$ cat src/rtl/display_pkg.sv
// rtl/display_pkg.sv - shared display constants, FSM states and pipeline record
package display_pkg;

    localparam int         H_ACTIVE         = 640;
    localparam int         V_ACTIVE         = 480;
    localparam logic [3:0] BG_COLOR_DEFAULT = 4'h5;

    typedef enum logic [1:0] {
        IDLE,
        ARM,
        RUN
    } state_e;

    typedef struct packed {
        logic hsync;
        logic vsync;
        logic de;
        logic paint;
    } timing_t;

endpackage

$ cat src/rtl/scale_step_counter.sv
// rtl/scale_step_counter.sv - sub-count modulo modulus_p feeding an index counter
// Clear has priority over step; wrap_o pulses on the step that rolls sub_o over.
module scale_step_counter #(
    parameter  int modulus_p   = 4,
    parameter  int idx_width_p = 8,
    localparam int sub_width_p = (modulus_p > 1) ? $clog2(modulus_p) : 1
) (
    input  logic                   clk_pix_i,
    input  logic                   reset_i,
    input  logic                   clear_i,
    input  logic                   step_i,
    output logic [sub_width_p-1:0] sub_o,
    output logic [idx_width_p-1:0] idx_o,
    output logic                   wrap_o
);

    logic [sub_width_p-1:0] sub_q, sub_d;
    logic [idx_width_p-1:0] idx_q, idx_d;
    logic                   at_top;

    assign at_top = (sub_q == sub_width_p'(modulus_p - 1));

    always_comb begin
        sub_d  = sub_q;
        idx_d  = idx_q;
        wrap_o = 1'b0;
        if (clear_i) begin
            sub_d = '0;
            idx_d = '0;
        end else if (step_i) begin
            if (at_top) begin
                sub_d  = '0;
                idx_d  = idx_q + 1'b1;
                wrap_o = 1'b1;
            end else begin
                sub_d = sub_q + 1'b1;
            end
        end
    end

    always_ff @(posedge clk_pix_i) begin
        if (reset_i) begin
            sub_q <= '0;
            idx_q <= '0;
        end else begin
            sub_q <= sub_d;
            idx_q <= idx_d;
        end
    end

    assign sub_o = sub_q;
    assign idx_o = idx_q;

endmodule

$ cat src/rtl/sobel_display_scaler.sv
// rtl/sobel_display_scaler.sv - raster-driven frame-RAM reader with integer pixel replication
// Address = line_base + src_x, built from counters only; outputs have a fixed 3-cycle latency.
module sobel_display_scaler
    import display_pkg::*;
#(
    parameter int         img_width_p  = 158,
    parameter int         img_height_p = 118,
    parameter int         scale_p      = 4,
    parameter int         addr_width_p = 15,
    parameter logic [3:0] bg_color_p   = BG_COLOR_DEFAULT
) (
    input  logic                    clk_pix_i,
    input  logic                    reset_i,
    input  logic                    enable_i,
    input  logic signed [15:0]      sx_i,
    input  logic signed [15:0]      sy_i,
    input  logic                    hsync_i,
    input  logic                    vsync_i,
    input  logic                    de_i,
    input  logic                    frame_i,
    output logic [addr_width_p-1:0] rd_addr_o,
    output logic                    rd_en_o,
    input  logic [3:0]              rd_data_i,
    output logic                    hsync_o,
    output logic                    vsync_o,
    output logic                    de_o,
    output logic [3:0]              pixel_o,
    output logic                    active_o
);

    localparam int PAINT_W = img_width_p * scale_p;
    localparam int PAINT_H = img_height_p * scale_p;
    localparam int SUB_W   = (scale_p > 1) ? $clog2(scale_p) : 1;
    localparam int X_IDX_W = $clog2(img_width_p + 1);
    localparam int Y_IDX_W = $clog2(img_height_p + 1);

    if (PAINT_W > H_ACTIVE || PAINT_H > V_ACTIVE) begin : g_bad_size
        $fatal(1, "sobel_display_scaler: scaled image exceeds the active display area");
    end
    if (scale_p < 1 || scale_p > 4) begin : g_bad_scale
        $fatal(1, "sobel_display_scaler: scale_p must be 1..4");
    end
    if ((2 ** addr_width_p) < img_width_p * img_height_p) begin : g_bad_addr
        $fatal(1, "sobel_display_scaler: addr_width_p too small for the image");
    end

    state_e                  state_q, state_d;
    logic                    in_paint, last_x, read_go, base_adv;
    logic                    rd_en_q, rd_en_d;
    logic [addr_width_p-1:0] rd_addr_q, rd_addr_d;
    logic [addr_width_p-1:0] line_base_q, line_base_d;
    timing_t [1:0]           pipe_q, pipe_d;
    logic                    hsync_q, hsync_d, vsync_q, vsync_d, de_q, de_d;
    logic [3:0]              pixel_q, pixel_d;

    logic [SUB_W-1:0]        sub_x, sub_y;
    logic [X_IDX_W-1:0]      src_x;
    logic [Y_IDX_W-1:0]      src_y;
    logic                    x_wrap, y_wrap;
    logic                    unused_cnt;

    assign in_paint = (int'(sx_i) >= 0) && (int'(sx_i) < PAINT_W) &&
                      (int'(sy_i) >= 0) && (int'(sy_i) < PAINT_H);
    assign last_x   = (int'(sx_i) == PAINT_W - 1);
    // Gating on enable_i too means the read stops in the same cycle the FSM leaves RUN.
    assign read_go  = (state_q == RUN) && enable_i && in_paint;
    // Past the last source line the base is left alone so it never points beyond the image.
    assign base_adv = y_wrap && (src_y != Y_IDX_W'(img_height_p - 1));

    scale_step_counter #(
        .modulus_p  (scale_p),
        .idx_width_p(X_IDX_W)
    ) u_x_counter (
        .clk_pix_i(clk_pix_i),
        .reset_i  (reset_i),
        .clear_i  (frame_i || (read_go && last_x)),
        .step_i   (read_go),
        .sub_o    (sub_x),
        .idx_o    (src_x),
        .wrap_o   (x_wrap)
    );

    scale_step_counter #(
        .modulus_p  (scale_p),
        .idx_width_p(Y_IDX_W)
    ) u_y_counter (
        .clk_pix_i(clk_pix_i),
        .reset_i  (reset_i),
        .clear_i  (frame_i),
        .step_i   (read_go && last_x),
        .sub_o    (sub_y),
        .idx_o    (src_y),
        .wrap_o   (y_wrap)
    );

    assign unused_cnt = ^{sub_x, sub_y, x_wrap};

    always_comb begin
        state_d = state_q;
        if (!enable_i) begin
            state_d = IDLE;
        end else begin
            case (state_q)
                IDLE:    state_d = ARM;
                ARM:     if (frame_i) state_d = RUN;
                default: state_d = state_q;
            endcase
        end
    end

    always_comb begin
        line_base_d = line_base_q;
        if (frame_i) begin
            line_base_d = '0;
        end else if (base_adv) begin
            line_base_d = line_base_q + addr_width_p'(img_width_p);
        end

        rd_en_d   = read_go;
        rd_addr_d = read_go ? (line_base_q + addr_width_p'(src_x)) : rd_addr_q;

        pipe_d[0] = '{hsync: hsync_i, vsync: vsync_i, de: de_i, paint: read_go};
        pipe_d[1] = pipe_q[0];

        hsync_d = pipe_q[1].hsync;
        vsync_d = pipe_q[1].vsync;
        de_d    = pipe_q[1].de;
        if (pipe_q[1].paint) begin
            pixel_d = rd_data_i;
        end else if (pipe_q[1].de) begin
            pixel_d = bg_color_p;
        end else begin
            pixel_d = 4'h0;
        end
    end

    always_ff @(posedge clk_pix_i) begin
        if (reset_i) begin
            state_q     <= IDLE;
            line_base_q <= '0;
            rd_en_q     <= 1'b0;
            rd_addr_q   <= '0;
            pipe_q      <= '0;
            hsync_q     <= 1'b0;
            vsync_q     <= 1'b0;
            de_q        <= 1'b0;
            pixel_q     <= 4'h0;
        end else begin
            state_q     <= state_d;
            line_base_q <= line_base_d;
            rd_en_q     <= rd_en_d;
            rd_addr_q   <= rd_addr_d;
            pipe_q      <= pipe_d;
            hsync_q     <= hsync_d;
            vsync_q     <= vsync_d;
            de_q        <= de_d;
            pixel_q     <= pixel_d;
        end
    end

    assign rd_addr_o = rd_addr_q;
    assign rd_en_o   = rd_en_q;
    assign hsync_o   = hsync_q;
    assign vsync_o   = vsync_q;
    assign de_o      = de_q;
    assign pixel_o   = pixel_q;
    assign active_o  = (state_q == RUN);

endmodule

$ cat config.mk
export PLATFORM = sky130hd
export DESIGN_NAME = sobel_display_scaler
export DESIGN_NICKNAME = d
export VERILOG_FILES = /design/src/rtl/display_pkg.sv /design/src/rtl/scale_step_counter.sv /design/src/rtl/sobel_display_scaler.sv
export SDC_FILE = /design/constraint.sdc
export NUM_CORES = 1
export LEC_CHECK = 0
export CAP_MARGIN = 25
export CORE_MARGIN = 8
export CORE_UTILIZATION = 45
export CTS_CLUSTER_DIAMETER = 30
export DETAILED_ROUTE_END_ITERATION = 10
export GPL_TIMING_DRIVEN = 0
export PLACE_DENSITY = 0.73
export SLEW_MARGIN = 20
export SYNTH_ARGS = -nofsm -noshare
export SYNTH_HDL_FRONTEND = slang
export SYNTH_SLANG_ARGS = --single-unit
$ cat constraint.sdc
create_clock -name clk_pix_i -period 8.8 [get_ports clk_pix_i]
set_input_delay 2.64 -clock clk_pix_i [delete_from_list [all_inputs] [get_ports clk_pix_i]]
set_output_delay 2.64 -clock clk_pix_i [all_outputs]
set_load 0.02 [all_outputs]
* Word level (Yosys, flattened, before mapping)
Cells that the tools add are included.
** Cells by class
- Eq/ne operators :: 7
- Magnitude comparators :: 4
- Muxes and demuxes :: 9
- Shift-type cells :: 0
- Reductions and logical operators :: 16
- Multiply operators :: 0
- Bitwise logic cells :: 1
- Div/mod/pow operators :: 0
- Add/sub/neg operators :: 6
** Operators with widths (number)
- >= comparator 16 x 1 -> 1 bit, second input constant :: 2
- == test 16 x 11 -> 1 bit, second input constant :: 1
- < comparator 16 x 10 -> 1 bit, second input constant :: 1
- < comparator 16 x 11 -> 1 bit, second input constant :: 1
- adder 15 x 8 -> 15 bit :: 1
- adder 15 x 8 -> 15 bit, second input constant :: 1
- adder 8 x 1 -> 8 bit, second input constant :: 1
- adder 7 x 1 -> 7 bit, second input constant :: 1
- logical AND 1 bit :: 7
- != test 7 bit, second input constant :: 1
- == test 2 bit, second input constant :: 3
- two-way mux 2 bit :: 3
- AND reduction 2 bit :: 3
- OR reduction 2 bit :: 3
- adder 2 x 1 -> 2 bit, second input constant :: 2
- two-way mux 4 bit :: 1
- one-hot mux 2 bit (2 select lines) :: 1
- two-way mux 1 bit :: 3
- two-way mux 3 bit :: 1
- == test 2 x 1 -> 1 bit, second input constant :: 1
- logical NOT 2 bit :: 1
- != test 2 bit, second input constant :: 1
- nonzero test 2 bit :: 1
- logical OR 1 bit :: 1
- inverter 1 bit :: 1
** Word-level totals
- Bits of input ports :: 43
- Register bits :: 66
- Output and inout bits :: 24
- Memories :: 0
- Memory bits (read-only) :: 0
- Logic and storage cells :: 62
- Latch bits :: 0
- Bits in writable memories :: 0

* Depth between registers and ports, before layout
Gate-level depths: netlist (run 1).
- Depth after elaboration :: 9
- Depth in mapped cells :: 9
- Depth with buffers taken out :: 9

* Hierarchy
A second synthesis (run 1) with hierarchy kept.
** Second synthesis, totals
- Cells, all modules :: 333
- Area, all modules :: 3080.5 um2
** By module, submodules not included
- sobel_display_scaler :: instances 1, seq. area each 920.9 um2, cells each 235, area an instance 2214.6 um2
- scale_step_counter at u_x_counter :: instances 1, seq. area each 200.2 um2, cells each 52, area an instance 459.2 um2
- scale_step_counter at u_y_counter :: instances 1, seq. area each 180.2 um2, cells each 46, area an instance 406.6 um2

* Worst setup path after synthesis (run 1)
Ideal clock, no wire load.
- Kind :: in2reg
- From :: input port sx_i[15]
- To :: register line_base_q[11]
- Data required time :: 8.729 ns
- Arrival :: 4.561 ns
- Setup time :: 0.071 ns
- Buffers on the path :: 1
- Cell stages on the path :: 7
- Setup slack :: 4.168 ns
- Cells stage by stage :: nor4_1 nand4_1 a2111o_1 or3_1 buf_2 or4_1 a21oi_1
** On the way
- Cells in the longest elaborated chain, start to end :: 9
- Elaborated cells on any way between the ends :: 11
- Classes of those cells :: order compare (2); eq/ne (1); mux (2); reduce/logical (6)
** RTL lines
- from (decl) :: line sobel_display_scaler.sv:15 : input logic signed [15:0] sx_i,
- >= comparator 16 x 1 -> 1 bit / < comparator 16 x 11 -> 1 bit (equally long branches) :: line sobel_display_scaler.sv:62 : assign in_paint = (int'(sx_i) >= 0) && (int'(sx_i) < PAINT_W) &&
- logical AND 1 bit (2 in a row) :: line sobel_display_scaler.sv:62
- logical AND 1 bit :: line sobel_display_scaler.sv:63 : (int'(sy_i) >= 0) && (int'(sy_i) < PAINT_H);
- logical AND 1 bit :: line sobel_display_scaler.sv:66 : assign read_go = (state_q == RUN) && enable_i && in_paint;
- logical AND 1 bit * :: line sobel_display_scaler.sv:90 : .step_i (read_go && last_x),
- two-way mux 1 bit * :: line scale_step_counter.sv:30 : end else if (step_i) begin
- two-way mux 1 bit * :: line scale_step_counter.sv:27 : if (clear_i) begin
- logical AND 1 bit * :: line sobel_display_scaler.sv:68 : assign base_adv = y_wrap && (src_y != Y_IDX_W'(img_height_p - 1));
- to (signal assigned) :: line sobel_display_scaler.sv:150 : line_base_q <= line_base_d;
- to (decl) :: line sobel_display_scaler.sv:51 : logic [addr_width_p-1:0] line_base_q, line_base_d;
Mark *: on every way between the ends. The rest lies on a longest branch, timed or not.
A chain may end at the register's enable or synchronous reset.

* Final worst setup path (run 1)
- From :: input port enable_i
- To :: register line_base_q[12]
** On the way
- Cells in the longest elaborated chain, start to end :: 6
** RTL lines
- from (decl) :: line sobel_display_scaler.sv:14 : input logic enable_i,
- logical AND 1 bit (2 in a row) :: line sobel_display_scaler.sv:66
- logical AND 1 bit :: line sobel_display_scaler.sv:90
- two-way mux 1 bit :: line scale_step_counter.sv:30
- two-way mux 1 bit :: line scale_step_counter.sv:27
- logical AND 1 bit :: line sobel_display_scaler.sv:68
No other way between the ends.

==> results by stage, run 1 <==
Final layout:
- For this run, the post-layout net count is 476.
- The number of antenna diodes in the final layout is 0.
- The area growth from synthesis to layout is 32.2%.
- The finished cells cover 3980 um^2.
- The finished layout holds 504 standard cells, fillers aside.
- The share of cells above drive strength 1 is 5.42%.

Pwr:
- Sequential cells account for 48.5% of the total power.
- The cell-internal power is 478 uW.
- IR analysis of the VDD net gives a maximum drop of 65.8 uV.
- The combinational group share of total power is 5.1%.
- For this design the total switching power over the nets is 134 uW.
- The clock share of power is 46.4%.
- Summed over all cells, the static leakage comes to 0.00137 uW.
- The fraction of power spent switching nets is 22.0%.
- Dividing total power by cell area gives a power density of 154 nW/um^2.

Critical path:
- The largest fanout on the critical path is 10.
- The critical path is of the input pin to register type.
- Among all stages on the critical path, the largest delay is contributed by sky130_fd_sc_hd__nor4_1.
- The arrival time at the worst endpoint is 5.41 ns.
- The data required time at the worst endpoint is 9.04 ns.
- The type of destination of the critical path is a register.
- The startpoint kind of the worst setup timing path is an input pin.
- On the worst path, the slowest cell contributes a delay of 0.70 ns.
- Traced cell by cell, the critical path runs through clkdlybuf4s50_1, nor4bb_1, nand4_1, a2111o_1, buf_2, nor4_1, a21oi_1, o21a_1.
- The launch point of the worst reg-to-reg path is state_q[0]$_SDFFE_PP0P_.
- For the worst flop-to-flop path, the logic depth is 7.
- In this run the worst setup path begins at enable_i.

CTS:
- Gates resized during post-CTS repair numbered 0.
- The source-to-sink clock delay at the later pin of the worst-skew pair is 0.34 ns.
- The tree built by TritonCTS fans out to 65 sinks.
- The number of clock buffers inserted by TritonCTS is 9.
- After clock tree synthesis, the clock-pin slew on the worst setup and hold paths is 0.08 ns.
- TritonCTS built the clock tree.
- The count of buffers added by post-CTS timing repair for setup is 0.
- In this run the deepest clock path goes through 2 buffers.
- In this run the number of H-tree levels came out at 3.
- The root cell of the clock tree is sky130_fd_sc_hd__clkbuf_8.
- For this design, the CTS-stage hold fixing added 0 buffers.

Timing:
- The final-report hold violation count is 0.
- After routing, the total negative slack on setup checks comes to 0 ns.
- Counting I/O delays and the setup requirement, the final critical path takes 5.17 ns.
- The transition time at the pin with the least slew margin is 0.814 ns.
- Timing would allow up to 0.193 GHz.
- The number of endpoints failing setup at the final stage is 0.
- The number of slew-limit violations in the final report was 0.
- The worst clock skew is 0.00628 ns.
- The ratio of final minimum period to clock period is 58.7%.
- The max-slew headroom at the worst pin is 45.7%.
- Setup repair after global routing left no endpoint under its margin.

Synthesis:
- Dividing the synthesized area by the synthesized cell count gives 8.73 um^2.
- In this run, synthesis produced a sequential element count of 65.
- The sequential element share of the synthesized area is 43.2%.
- The count of synthesis-stage warnings from yosys is 0.
- The count of mapped cells out of synthesis is 345.
- In the synthesized netlist the dominant register cell turns out to be sky130_fd_sc_hd__dfxtp_1.
- The fraction of registers with async set or reset after synthesis is 0%.
- The distinct cell type count of the synthesized netlist is 45.
- When the netlist entered floorplanning its net count stood at 402.
- After synthesis the cells add up to 3010 um^2.
- The number of synthesized flops with an enable pin is 0.

Route:
- The total wirelength of the detailed-routed design is 6.98 mm.
- The average via count per standard cell is 5.27.
- The remaining routing DRC violations is 0.
- For this run, the detailed router's first-pass iteration total came to 4.
- The detailed router's first-iteration violation count is 86.
- The final antenna-violating net count is 0.
- After detailed routing, the average wire length per cell comes to 13.8 um.
- Across all layers, the routed design uses 2656 vias.

Flow run:
- The number of violations of the max-capacitance limit is 0.

Floorplan:
- The I/O pin total is 67.
- The die covers 9570 um^2.
- The horizontal extent of the die is 97.8 um.
- The floorplan step set the die height to 97.8 um.
- The core region is 6640 um^2.
- Once the floorplan was initialized, standard cells occupied 45.3% of the core.
- The floorplan row count is 30.

GRT:
- The first global-routing pass estimated 11.9 mm of wire.
- The largest net degree at the start of global routing is 14.
- The total overflow left after global routing is 0.
- The total track usage is 15.2%.
- The number of antenna violations at the first check in global routing is 0.
- The via count of the first global-routing pass came to 2522.

Place:
- The number of port buffers is 63.
- After detailed placement, the design holds a cell count of 488.
- After legalization and detailed placement, the total HPWL measured 5.39 mm.
- The cell area reported after detailed placement is 3750 um^2.
- At the end of routability-driven placement, the weighted congestion stood at 0.846.

Worst hold path:
- The worst min-delay path category is register to register.
- In this run the most critical hold path is launched from pipe_d[7]$_SDFF_PP0_.
- Counting instances, the worst hold path has a depth of 1.

Status:
- The flow ran to the end, and the final reports show no timing, DRC or antenna violations.
-- cell families (layout without fill, tap and decap cells) --
group           after synthesis  after routing  synth area share, %
flops                        65             65                 43.2
simple gates                153            153                 25.6
compound gates               54             54                 12.0
mux                           3              3                0.997
xor+xnor                     31             31                 9.02
fa+ha+maj                    14             14                 6.07
buf+inv                      25            104                 3.20
-- flip-flops by register name (all words and copies together), names as in the netlist, 2 cells and up --
register           cells
line_base_q           14
pipe_d                 4
pixel_o                4
rd_addr_o             15
state_q                2
u_x_counter.idx_o      8
u_x_counter.sub_o      2
u_y_counter.idx_o      7
u_y_counter.sub_o      2
-- cell usage in the layout, fill, tap and decap left out, types with 2 or more instances in the layout --
| cell | n |
|---|---|
| sky130_fd_sc_hd__a211oi_1 | 9 |
| sky130_fd_sc_hd__a21oi_1 | 22 |
| sky130_fd_sc_hd__a31oi_1 | 2 |
| sky130_fd_sc_hd__and3_1 | 3 |
| sky130_fd_sc_hd__and3b_1 | 2 |
| sky130_fd_sc_hd__buf_2 | 2 |
| sky130_fd_sc_hd__bufinv_16 | 2 |
| sky130_fd_sc_hd__clkbuf_1 | 10 |
| sky130_fd_sc_hd__clkbuf_8 | 9 |
| sky130_fd_sc_hd__clkdlybuf4s50_1 | 63 |
| sky130_fd_sc_hd__clkinvlp_4 | 2 |
| sky130_fd_sc_hd__dfxtp_1 | 65 |
| sky130_fd_sc_hd__ha_1 | 13 |
| sky130_fd_sc_hd__inv_1 | 12 |
| sky130_fd_sc_hd__inv_6 | 2 |
| sky130_fd_sc_hd__mux2i_1 | 3 |
| sky130_fd_sc_hd__nand2_1 | 32 |
| sky130_fd_sc_hd__nand2b_1 | 2 |
| sky130_fd_sc_hd__nand3_1 | 13 |
| sky130_fd_sc_hd__nand4_1 | 4 |
| sky130_fd_sc_hd__nand4b_1 | 2 |
| sky130_fd_sc_hd__nor2_1 | 45 |
| sky130_fd_sc_hd__nor2b_1 | 14 |
| sky130_fd_sc_hd__nor3_1 | 6 |
| sky130_fd_sc_hd__nor3b_1 | 2 |
| sky130_fd_sc_hd__nor4_1 | 14 |
| sky130_fd_sc_hd__o211ai_1 | 3 |
| sky130_fd_sc_hd__o21a_1 | 3 |
| sky130_fd_sc_hd__o21ai_0 | 4 |
| sky130_fd_sc_hd__o31ai_1 | 3 |
| sky130_fd_sc_hd__or2_2 | 3 |
| sky130_fd_sc_hd__or3_1 | 4 |
| sky130_fd_sc_hd__or4_1 | 2 |
| sky130_fd_sc_hd__xnor2_1 | 25 |
| sky130_fd_sc_hd__xor2_1 | 6 |
-- power by group through the flow --
stage	clock [uW]	combinational, uW	sequential [uW]
6_report	284	31.4	297
5_1_grt	305	33.7	297
4_1_cts	291	31.6	297
3_5_place_dp	0	31.5	304
3_3_place_gp	0	30.7	304
2_1_floorplan	0	8.20	304
-- per-stage QoR --
step                total power, uW  utilization (%)  hold WS (ns)  setup slack (ns)
CTS                             620             59.9         0.440              3.62
finish                          612             59.9         0.441              3.63
detailed placement              335             56.5         0.424              3.26
global placement                334             56.3         0.415              3.09
global route                    636             59.9         0.462              3.42
floorplan                       313                -         0.414              4.17
-- routing by layer --
metal	routed length [um]	GRT usage, %
met4	138	6.71
met3	267	4.13
met2	3450	25.8
met5	0	0
met1	3130	17.5
-- Yosys cell counts, types with 9 or more instances --
cell type,count,area (um^2)
sky130_fd_sc_hd__dfxtp_1,65,1300
sky130_fd_sc_hd__nor2_1,45,169
sky130_fd_sc_hd__nand2_1,32,120
sky130_fd_sc_hd__xnor2_1,25,219
sky130_fd_sc_hd__a21oi_1,22,110
sky130_fd_sc_hd__nor2b_1,14,87.6
sky130_fd_sc_hd__nor4_1,14,87.6
sky130_fd_sc_hd__ha_1,13,163
sky130_fd_sc_hd__nand3_1,13,65.1
sky130_fd_sc_hd__inv_1,12,45.0
sky130_fd_sc_hd__clkbuf_1,10,37.5
sky130_fd_sc_hd__a211oi_1,9,67.6
-- critical path, delay by kind of cell --
kind / cells / cell delay [ns]
and+or+nand+nor: 3 / 1.24
AOI/OAI and AO/OA: 3 / 0.83
buffers and inverters: 2 / 0.70
-- worst paths after layout --
| path | to | slack, ns |
|---|---|---|
| worst max-delay path | line_base_q[12]$_SDFFE_PP0P_ | 3.63 |
| worst min-delay path | hsync_d$_SDFF_PP0_ | 0.44 |
| worst max register to register | line_base_q[12]$_SDFFE_PP0P_ | 6.09 |
| worst min register to register | hsync_d$_SDFF_PP0_ | 0.44 |
-- final cells by class --
class	count	area [um^2]
clock buffer	9	124
inverter	12	45.0
fill	578	2660
buffer	13	51.3
tap	80	100
clock inverter	7	101
sequential	65	1300
multi-input combinational	255	1630
timing repair buffer	63	631
Power figures use the tool's default switching activity.
==> run 2, diff against run 1 <==
Clock period 8.8 ns to 5.1 ns, I/O delays scaled along.
==> results of run 2 <==
The final DEF is identical to that of run 1. Status: finished clean.
Main changes from that run: setup slack after placement 3.26 ns -> 0.674 ns; setup slack after layout 3.63 ns -> 1.04 ns; register-to-register setup slack 6.09 ns -> 2.39 ns; total power 612 uW -> 1060 uW; worst IR drop on VDD 65.8 uV -> 113 uV
==> run 3, diff against run 2 <==
Clock period 5.1 ns to 4.05 ns, I/O delays scaled along.
==> results of run 3 <==
The final DEF is identical to that of run 1. Status: finished clean.
Main changes from that run: setup slack after placement 3.26 ns -> -0.0605 ns; setup slack after layout 3.63 ns -> 0.306 ns; register-to-register setup slack 6.09 ns -> 1.34 ns; total power 612 uW -> 1330 uW; worst IR drop on VDD 65.8 uV -> 143 uV
